## config.mk

```make
export PLATFORM = sky130hd
export DESIGN_NAME = vae_io_ctrl
export DESIGN_NICKNAME = d
export VERILOG_FILES = /design/src/rtl/vae_io_pkg.sv /design/src/rtl/lane_word_buf.sv /design/src/rtl/vae_io_ctrl.sv
export SDC_FILE = /design/constraint.sdc
export NUM_CORES = 2
export LEC_CHECK = 0
export ABC_CLOCK_PERIOD_IN_PS = 2750
export BUFFER_PORTS_ARGS = -buffer_cell sky130_fd_sc_hd__buf_2
export CORE_AREA = 2 2 589 591
export DETAILED_ROUTE_END_ITERATION = 8
export DIE_AREA = 0 0 591 593
export PLACE_DENSITY_LB_ADDON = 0.25
export RECOVER_POWER = 100
export SYNTH_ARGS = -nofsm -noshare
export SYNTH_HDL_FRONTEND = slang
export SYNTH_SLANG_ARGS = --single-unit
```

## constraint.sdc

```tcl
create_clock -name clk -period 2.75 [get_ports clk]
set_input_delay 0.55 -clock clk [delete_from_list [all_inputs] [get_ports clk]]
set_output_delay 0.55 -clock clk [all_outputs]
set_load 0.01 [all_outputs]
```

## src/rtl/vae_io_pkg.sv

```systemverilog
// Shared types and sizing helpers for the VAE core I/O controller.
package vae_io_pkg;

  typedef enum logic [1:0] {
    ST_IDLE = 2'd0,
    ST_LOAD = 2'd1,
    ST_RUN  = 2'd2,
    ST_DONE = 2'd3
  } state_e;

  function automatic int unsigned calc_lpw(input int unsigned bus_w, input int unsigned width);
    return bus_w / width;
  endfunction

  function automatic int unsigned ceil_div(input int unsigned n, input int unsigned d);
    return (n + d - 1) / d;
  endfunction

  // Address/counter width that never collapses to zero bits.
  function automatic int unsigned clog2_min1(input int unsigned v);
    return (v <= 1) ? 1 : $clog2(v);
  endfunction

endpackage

```

## src/rtl/lane_word_buf.sv

```systemverilog
// Word-addressed lane buffer: bus words written in order, exposed as a flat lane vector.
module lane_word_buf
  import vae_io_pkg::*;
#(
  parameter int unsigned WIDTH   = 16,
  parameter int unsigned BUS_W   = 64,
  parameter int unsigned DEPTH   = 19,
  parameter int unsigned N_LANES = 76,
  localparam int unsigned CNT_W  = clog2_min1(DEPTH + 1)
) (
  input  logic                       clk,
  input  logic                       rst_n,
  input  logic                       clr,
  input  logic                       wr_en,
  input  logic [BUS_W-1:0]           wr_data,
  output logic [CNT_W-1:0]           count,
  output logic [N_LANES*WIDTH-1:0]   lanes
);

  localparam int unsigned LPW = calc_lpw(BUS_W, WIDTH);

  // Write pointer saturates at DEPTH so extra writes are dropped.
  always_ff @(posedge clk or negedge rst_n) begin
    if (!rst_n) begin
      count <= '0;
    end else if (clr) begin
      count <= '0;
    end else if (wr_en && (count < CNT_W'(DEPTH))) begin
      count <= count + CNT_W'(1);
    end
  end

  // Only real lanes are stored; padding lanes of the last word are discarded.
  always_ff @(posedge clk or negedge rst_n) begin
    if (!rst_n) begin
      lanes <= '0;
    end else if (wr_en) begin
      for (int k = 0; k < N_LANES; k++) begin
        if (count == CNT_W'(k / LPW)) begin
          lanes[k*WIDTH +: WIDTH] <= wr_data[(k % LPW)*WIDTH +: WIDTH];
        end
      end
    end
  end

endmodule

```

## src/rtl/vae_io_ctrl.sv

```systemverilog
// Streams input words into the VAE core, launches a compute, captures results
// with a timeout, and serves word readback of the captured results.
module vae_io_ctrl
  import vae_io_pkg::*;
#(
  parameter int unsigned WIDTH     = 16,
  parameter int unsigned BUS_W     = 64,
  parameter int unsigned N_IN      = 76,
  parameter int unsigned N_OUT     = 9,
  parameter int unsigned TIMEOUT   = 255,
  localparam int unsigned LPW       = calc_lpw(BUS_W, WIDTH),
  localparam int unsigned OUT_DEPTH = ceil_div(N_OUT, LPW),
  localparam int unsigned RA_W      = clog2_min1(OUT_DEPTH)
) (
  input  logic                     clk,
  input  logic                     rst_n,
  input  logic                     start,
  input  logic                     in_valid,
  output logic                     in_ready,
  input  logic [BUS_W-1:0]         in_data,
  output logic [N_IN*WIDTH-1:0]    core_in,
  output logic                     core_start,
  input  logic                     core_valid,
  input  logic [N_OUT*WIDTH-1:0]   core_out,
  output logic                     busy,
  output logic                     done,
  output logic                     error,
  input  logic                     rd_en,
  input  logic [RA_W-1:0]          rd_addr,
  output logic [BUS_W-1:0]         rd_data,
  output logic                     rd_valid
);

  localparam int unsigned IN_DEPTH = ceil_div(N_IN, LPW);
  localparam int unsigned IN_CW    = clog2_min1(IN_DEPTH + 1);
  localparam int unsigned TO_W     = clog2_min1(TIMEOUT + 1);

  state_e                     state_q;
  state_e                     next_state;
  logic [IN_CW-1:0]           in_count;
  logic [TO_W-1:0]            run_cnt_q;
  logic [N_OUT*WIDTH-1:0]     res_q;
  logic [OUT_DEPTH*BUS_W-1:0] res_pad_c;
  logic [BUS_W-1:0]           rd_word_c;
  logic                       accept_c;
  logic                       job_start_c;
  logic                       timeout_c;
  logic                       capture_c;

  lane_word_buf #(
    .WIDTH   (WIDTH),
    .BUS_W   (BUS_W),
    .DEPTH   (IN_DEPTH),
    .N_LANES (N_IN)
  ) u_in_buf (
    .clk     (clk),
    .rst_n   (rst_n),
    .clr     (job_start_c),
    .wr_en   (accept_c),
    .wr_data (in_data),
    .count   (in_count),
    .lanes   (core_in)
  );

  always_ff @(posedge clk or negedge rst_n) begin
    if (!rst_n) begin
      state_q <= ST_IDLE;
    end else begin
      state_q <= next_state;
    end
  end

  // in_ready is registered as (state == LOAD), so in_valid alone qualifies an accept here.
  always_comb begin
    next_state  = state_q;
    accept_c    = 1'b0;
    job_start_c = 1'b0;
    timeout_c   = 1'b0;
    capture_c   = 1'b0;
    case (state_q)
      ST_IDLE, ST_DONE: begin
        if (start) begin
          next_state  = ST_LOAD;
          job_start_c = 1'b1;
        end
      end
      ST_LOAD: begin
        accept_c = in_valid;
        if (in_valid && (in_count == IN_CW'(IN_DEPTH - 1))) begin
          next_state = ST_RUN;
        end
      end
      ST_RUN: begin
        if (core_valid) begin
          capture_c  = 1'b1;
          next_state = ST_DONE;
        end else if (run_cnt_q == TO_W'(TIMEOUT - 1)) begin
          timeout_c  = 1'b1;
          next_state = ST_DONE;
        end
      end
      default: next_state = ST_IDLE;
    endcase
  end

  // Result words zero-padded to whole bus words, then selected by address.
  always_comb begin
    res_pad_c                    = '0;
    res_pad_c[N_OUT*WIDTH-1:0]   = res_q;
    rd_word_c                    = '0;
    for (int j = 0; j < OUT_DEPTH; j++) begin
      if (rd_addr == RA_W'(j)) begin
        rd_word_c = res_pad_c[j*BUS_W +: BUS_W];
      end
    end
  end

  always_ff @(posedge clk or negedge rst_n) begin
    if (!rst_n) begin
      in_ready   <= 1'b0;
      busy       <= 1'b0;
      done       <= 1'b0;
      core_start <= 1'b0;
      error      <= 1'b0;
      run_cnt_q  <= '0;
    end else begin
      in_ready   <= (next_state == ST_LOAD);
      busy       <= (next_state == ST_LOAD) || (next_state == ST_RUN);
      done       <= (next_state == ST_DONE);
      core_start <= (state_q == ST_LOAD) && (next_state == ST_RUN);
      run_cnt_q  <= (state_q == ST_RUN) ? run_cnt_q + TO_W'(1) : '0;
      if (job_start_c) begin
        error <= 1'b0;
      end else if (timeout_c) begin
        error <= 1'b1;
      end
    end
  end

  // Readback samples the pre-capture contents when both land on the same edge.
  always_ff @(posedge clk or negedge rst_n) begin
    if (!rst_n) begin
      res_q    <= '0;
      rd_data  <= '0;
      rd_valid <= 1'b0;
    end else begin
      if (capture_c) begin
        res_q <= core_out;
      end
      rd_valid <= rd_en;
      rd_data  <= rd_en ? rd_word_c : '0;
    end
  end

endmodule

```

After elaboration in Yosys (flattened, before gate mapping)
Cells that the tools add are included.

storage, ports and cells
  output and inout bits = 1,286
  bits in latches = 0
  bits in writable memories = 0
  ROM bits = 0
  register bits = 1,445
  memories = 0

operators by class
  reductions and logical operators = 29
  shifts and indexed selects = 0
  equal/unequal tests = 27
  bitwise gates (word level) = 0
  div/mod/pow operators = 0
  order comparisons = 1
  $add $sub $neg = 2
  multiply operators = 0
  mux-type cells = 22

operators with widths
  operator               count
  $mux W64               4
  $eq A5 B4 Y1 const B   8
  $reduce_and A2 Y1      19
  $eq A5 B3 Y1 const B   4
  $eq A5 B5 Y1 const B   3
  $eq A2 B2 Y1 const B   5
  $eq A5 B2 Y1 const B   2
  $mux W1                10
  $mux W5                2
  $add A8 B1 Y8 const B  1
  $eq A8 B8 Y1 const B   1
  $mux W2                4
  $mux W8                1
  $eq A2 B1 Y1 const B   3
  $pmux W2 S3            1
  $add A5 B1 Y5 const B  1
  $eq A5 B1 Y1 const B   1
  $logic_not A5 Y1       1
  $lt A5 B5 Y1 const B   1
  $logic_not A2 Y1       2
  $reduce_bool A2 Y1     2
  $logic_and A1 B1 Y1    3
  $reduce_or A2 Y1       1
  $logic_or A1 B1 Y1     1

Logic depth before layout (Yosys ltp)
  word-level depth = 6
  mapped depth = 11
  depth with buffers taken out = 7

Hierarchy
From an unflattened synthesis, not the netlist that was laid out.

second synthesis, totals
  cell total of the unflattened synthesis = 3,369
  area, all modules = 54,923.9 sq um

modules (own cells, without submodules)
  module         seq. area each (sq um)  times used  area each (sq um)  cells an instance
  lane_word_buf  30,554.3                1           45,772.6           2,749
  vae_io_ctrl    5,605.4                 1           9,151.3            620

Worst setup path after synthesis
Ideal clock, no wire load.

  path type = reg2reg
  start point = register state_q[1]
  end point = register busy
  stages on the path, launching flop included = 12
  library setup time = 0.063 ns
  slack = 0.613 ns
  period minus slack after synthesis = 2.137 ns
  arrival = 2.074 ns
  path through = dfrtp_1 inv_1 ha_1 buf_2 and2_1 buf_4 nand4_2 buf_6 buf_6 a22oi_1 ha_1 inv_1

on the way
  longest elaborated chain between the ends = 5

ends and longest elaborated chain
  what                                          RTL line                              text
  start: declaration                            vae_io_ctrl.sv:38                     state_e state_q;
  start signal: assignment                      vae_io_ctrl.sv:69                     state_q <= next_state;
  $eq A2 B2 Y1 (tied with other cells)          vae_io_ctrl.sv:80                     case (state_q)
  $reduce_or A2 Y1 or $mux W2 (tied branches)   vae_io_ctrl.sv:80, vae_io_ctrl.sv:94
  $pmux W2 S3 (*)                               vae_io_ctrl.sv:80
  named net next_state[1]                       vae_io_ctrl.sv:39                     state_e next_state;
  $eq A2 B1 Y1 or $eq A2 B2 Y1 (tied branches)  vae_io_ctrl.sv:128                    busy <= (next_state == ST_LOAD) || (next_state == ST_RUN);
  $logic_or A1 B1 Y1 (*)                        vae_io_ctrl.sv:128
  end signal: assignment                        vae_io_ctrl.sv:128
  end: declaration                              vae_io_ctrl.sv:25                     output logic busy,

The timed path passes the listed nets; every way through them passes the cells marked *.
A chain may end at the register's enable or synchronous reset.

Worst setup path in the final report
  start point = register state_q[1]
  end point = register u_in_buf.lanes[169]

on the way
  longest elaborated chain between the ends = 3

ends and longest elaborated chain
  what                                RTL line             text
  $eq A2 B1 Y1                        vae_io_ctrl.sv:80
  $mux W1                             vae_io_ctrl.sv:80
  $reduce_and A2 Y1 (no source line)  --
  end signal: indexed assignment      lane_word_buf.sv:40  lanes[k*WIDTH +: WIDTH] <= wr_data[(k % LPW)*WIDTH +: WIDTH];
  end: declaration                    lane_word_buf.sv:17  output logic [N_LANES*WIDTH-1:0] lanes

Every way passes these cells.

==> impl_metrics.tcl <==
set metrics [dict create \
    status "complete, but fails checks" \
    violations "max-capacitance violations, max-slew violations" \
    p_sw_mw 17.82 \
    grt_pass1_wl_microns 335600 \
    yosys.area_share.simple_pct 1.398 \
    max_cap_violations 4 \
    track_usage_pct 13.73 \
    antenna_found_initial 68 \
    syn_nets 3598 \
    required_ns 3.42 \
    power.leakage_nw 34.56 \
    yosysUniqueCellTypes 51 \
    wire_per_inst_microns 25.36 \
    mostFrequentLayoutCells "dfrtp_1, clkbuf_1, mux2_2, buf_2, mux2_1" \
    final_common_cell "dfrtp_1" \
    pwr-share-clk_pct 39.6 \
    route.vias.total 36010 \
    root_buffer "clkbuf_16" \
    htreeDepth 4 \
    slew_headroom_pct -19.27 \
    dpl.hpwl_microns 183500 \
    cellPowerDensity_mw_per_mm2 813.7 \
    hp-class "in -> reg" \
    die-area_sq_mm 0.3505 \
    nFillCells 37630 \
    crit_type "reg -> reg" \
    grt_most_used_layer "met2" \
    power_mw 60.43 \
    start_util_pct 16.16 \
    arrival_ns 3.29 \
    use_met3_pct 3.899 \
    yosysSeqAreaShare_pct 64.95 \
    cts_sinks 1445 \
    drive_gt1_share_pct 35.30 \
    routed_wl_microns 250200 \
    fmax_mhz 381.7 \
    rows 216 \
    overflow 0 \
    drc 0 \
    cp-end-kind "flop" \
    area_delta_synth_final_pct 33.40 \
    nNetsFinal 5340 \
    period_share_pct 95.26 \
    yosys.area.top_type "dfrtp_1" \
    core-area_sq_mm 0.3446 \
    finalSetupViolCount 0 \
    layout.area.seq_sq_mm 0.03616 \
    die_h_microns 593 \
    worst_slew_pin_slew_ns 1.789 \
    synth_compound_area_share_pct 0.5708 \
    place_area_sq_mm 0.06986 \
    syn_area_sq_mm 0.05568 \
    p_sw_share_pct 29.48 \
    cts_buffer_depth 4 \
    period_needed_ns 2.620 \
    finalMaxSlewViolations 194 \
    synth_area_leaders "dfrtp_1, mux2_2, mux2_4" \
    synthAdderAreaFrac_pct 0.2697 \
    tns_ns 0 \
    peakVddDrop_mv 0.4260 \
    clk_latency_ns 0.86 \
    synth_edf_count 0 \
    synth_seq_cells 1445 \
    hold_viol_final 0 \
    synthXorXnorAreaFrac_pct 0.04719 \
    via_per_inst 3.649 \
    cts_buffers 177 \
    syn-instance-count 3370 \
    first_pass_iters 4 \
    skew_ns 0.06920 \
    path_clk_slew_ns 0.06 \
    power_frac_comb_pct 16.7 \
    cts_tree "built" \
    synth_top_family_by_area "multiplexers" \
    gr-usage-met1_pct 15.79 \
    synth_ff_type "dfrtp_1" \
    ant_nets 0 \
    multi_input_comb_area_sq_mm 0.01734 \
    yosysWarnings 0 \
    drt_iter0_markers 1594 \
    final_area_sq_mm 0.07427 \
    grt_pass1_vias 38140 \
    die_x_microns 591 \
    use_met2_pct 24.57 \
    p_int_mw 42.61 \
    grt_max_degree 83 \
    timing.hold.ws_ns 0.1788 \
    post_synth_mux_area_share_pct 29.87 \
    critical_path_peak_fanout 31 \
    numPortBuffers 1501 \
    async_flop_share_pct 100.0 \
    avgSynthCellArea_sq_um 16.52 \
    pwr-share-seq_pct 43.6 \
    finalWeightedCongestion 0.7640 \
    ios 1502 \
    netlist.area_leader.share_pct 64.95 \
    rsz0062_at_grt "no" \
    critPathLaunchType "flop" \
    cts_setup_buffers 0 \
]
through the flow:
step,setup slack (ns),utilization [%],std cells
after floorplan,0.6135,-,3370
after global placement,0.1734,20.27,9364
after detailed placement,0.1603,20.27,9364
after CTS,0.1220,22.42,9821
after global routing,0.006606,21.54,9844
final,0.1303,21.55,9868
final timing paths:
kind	start	end	slack, ns	depth (start not counted)
worst min register to register	u_in_buf.lanes[79]$_DFFE_PN0P_	u_in_buf.lanes[79]$_DFFE_PN0P_	0.48	1
min in group asynchronous	rst_n	rd_data[0]$_DFF_PN0_	0.22	2
worst max-delay path	state_q[1]$_DFF_PN0_	u_in_buf.lanes[169]$_DFFE_PN0P_	0.13	6
worst max register to register	state_q[1]$_DFF_PN0_	u_in_buf.lanes[169]$_DFFE_PN0P_	0.13	6
max in group asynchronous	rst_n	u_in_buf.lanes[193]$_DFFE_PN0P_	0.18	4
worst min-delay path	core_valid	error$_DFFE_PN0P_	0.18	3
cells in the mapped netlist, types with 7 or more instances:
library cell,number
dfrtp_1,1445
mux2_2,1170
mux2_4,180
clkbuf_1,92
buf_2,89
buf_1,68
mux2i_1,64
nor2_1,54
nand2_1,23
buf_6,22
a21boi_0,16
or2_2,16
buf_12,12
ha_1,12
nor2_2,12
inv_1,10
mux2_1,10
a21oi_1,8
o21ai_0,7
logic make-up (layout without fill, tap and decap cells):
kind of cell | Yosys count | in the layout
AND/OR/NAND/NOR | 141 | 141
other | 0 | 47
XOR/XNOR | 3 | 3
buffers and inverters | 299 | 2172
adder cells (fa/ha/maj) | 12 | 12
multiplexers | 1424 | 1424
AO/OA/AOI/OAI | 46 | 46
flip-flops | 1445 | 1445
worst max-delay path, cell delays in order, from the launching register on:
cell,delay [ns]
dfrtp_1,0.41
inv_1,0.07
ha_1,0.50
nand4b_4,0.24
or3_4,0.51
buf_12,0.21
mux2_1,0.39
routing by layer:
layer  wire (microns)  part of all wire (%)  up-vias
met2           126300                    50     1354
met4             7949                   3.2        6
met1            97560                    39    18980
met5               39                 0.016        -
met3            18360                   7.3      318
li1                 -                     -    15360
power by group through the flow:
stage | Combinational (mW) | Clock [mW] | Sequential (mW)
2_1_floorplan | 5.37 | 0 | 27.1
3_3_place_gp | 11.9 | 0 | 26.7
3_5_place_dp | 12.0 | 0 | 26.7
4_1_cts | 12.2 | 24.8 | 26.4
5_1_grt | 10.9 | 25.6 | 26.7
6_report | 10.1 | 24.0 | 26.4
timing repair:
item	4_1_cts	5_1_grt
hold buffers	147	0
gates resized for setup	0	0
hold endpoints to repair	174	0
flip-flops by register name, summed over array words and instances, names as in the netlist:
signal	cells
rd_valid	1
in_ready	1
u_in_buf.lanes	1216
error	1
core_start	1
rd_data	64
state_q	2
done	1
u_in_buf.count	5
res_q	144
run_cnt_q	8
busy	1
area by class of cell:
| type | count | share of cell area (%) |
|---|---|---|
| Antenna cell | 47 | 0.1584 |
| Clock buffer | 247 | 6.845 |
| Clock inverter | 63 | 1.115 |
| Inverter | 11 | 0.05559 |
| Multi-Input combinational cell | 1626 | 23.35 |
| Sequential cell | 1445 | 48.69 |
| Tap cell | 4578 | 7.712 |
| Timing Repair Buffer | 1851 | 12.08 |
(Power assumes the default switching activity.)
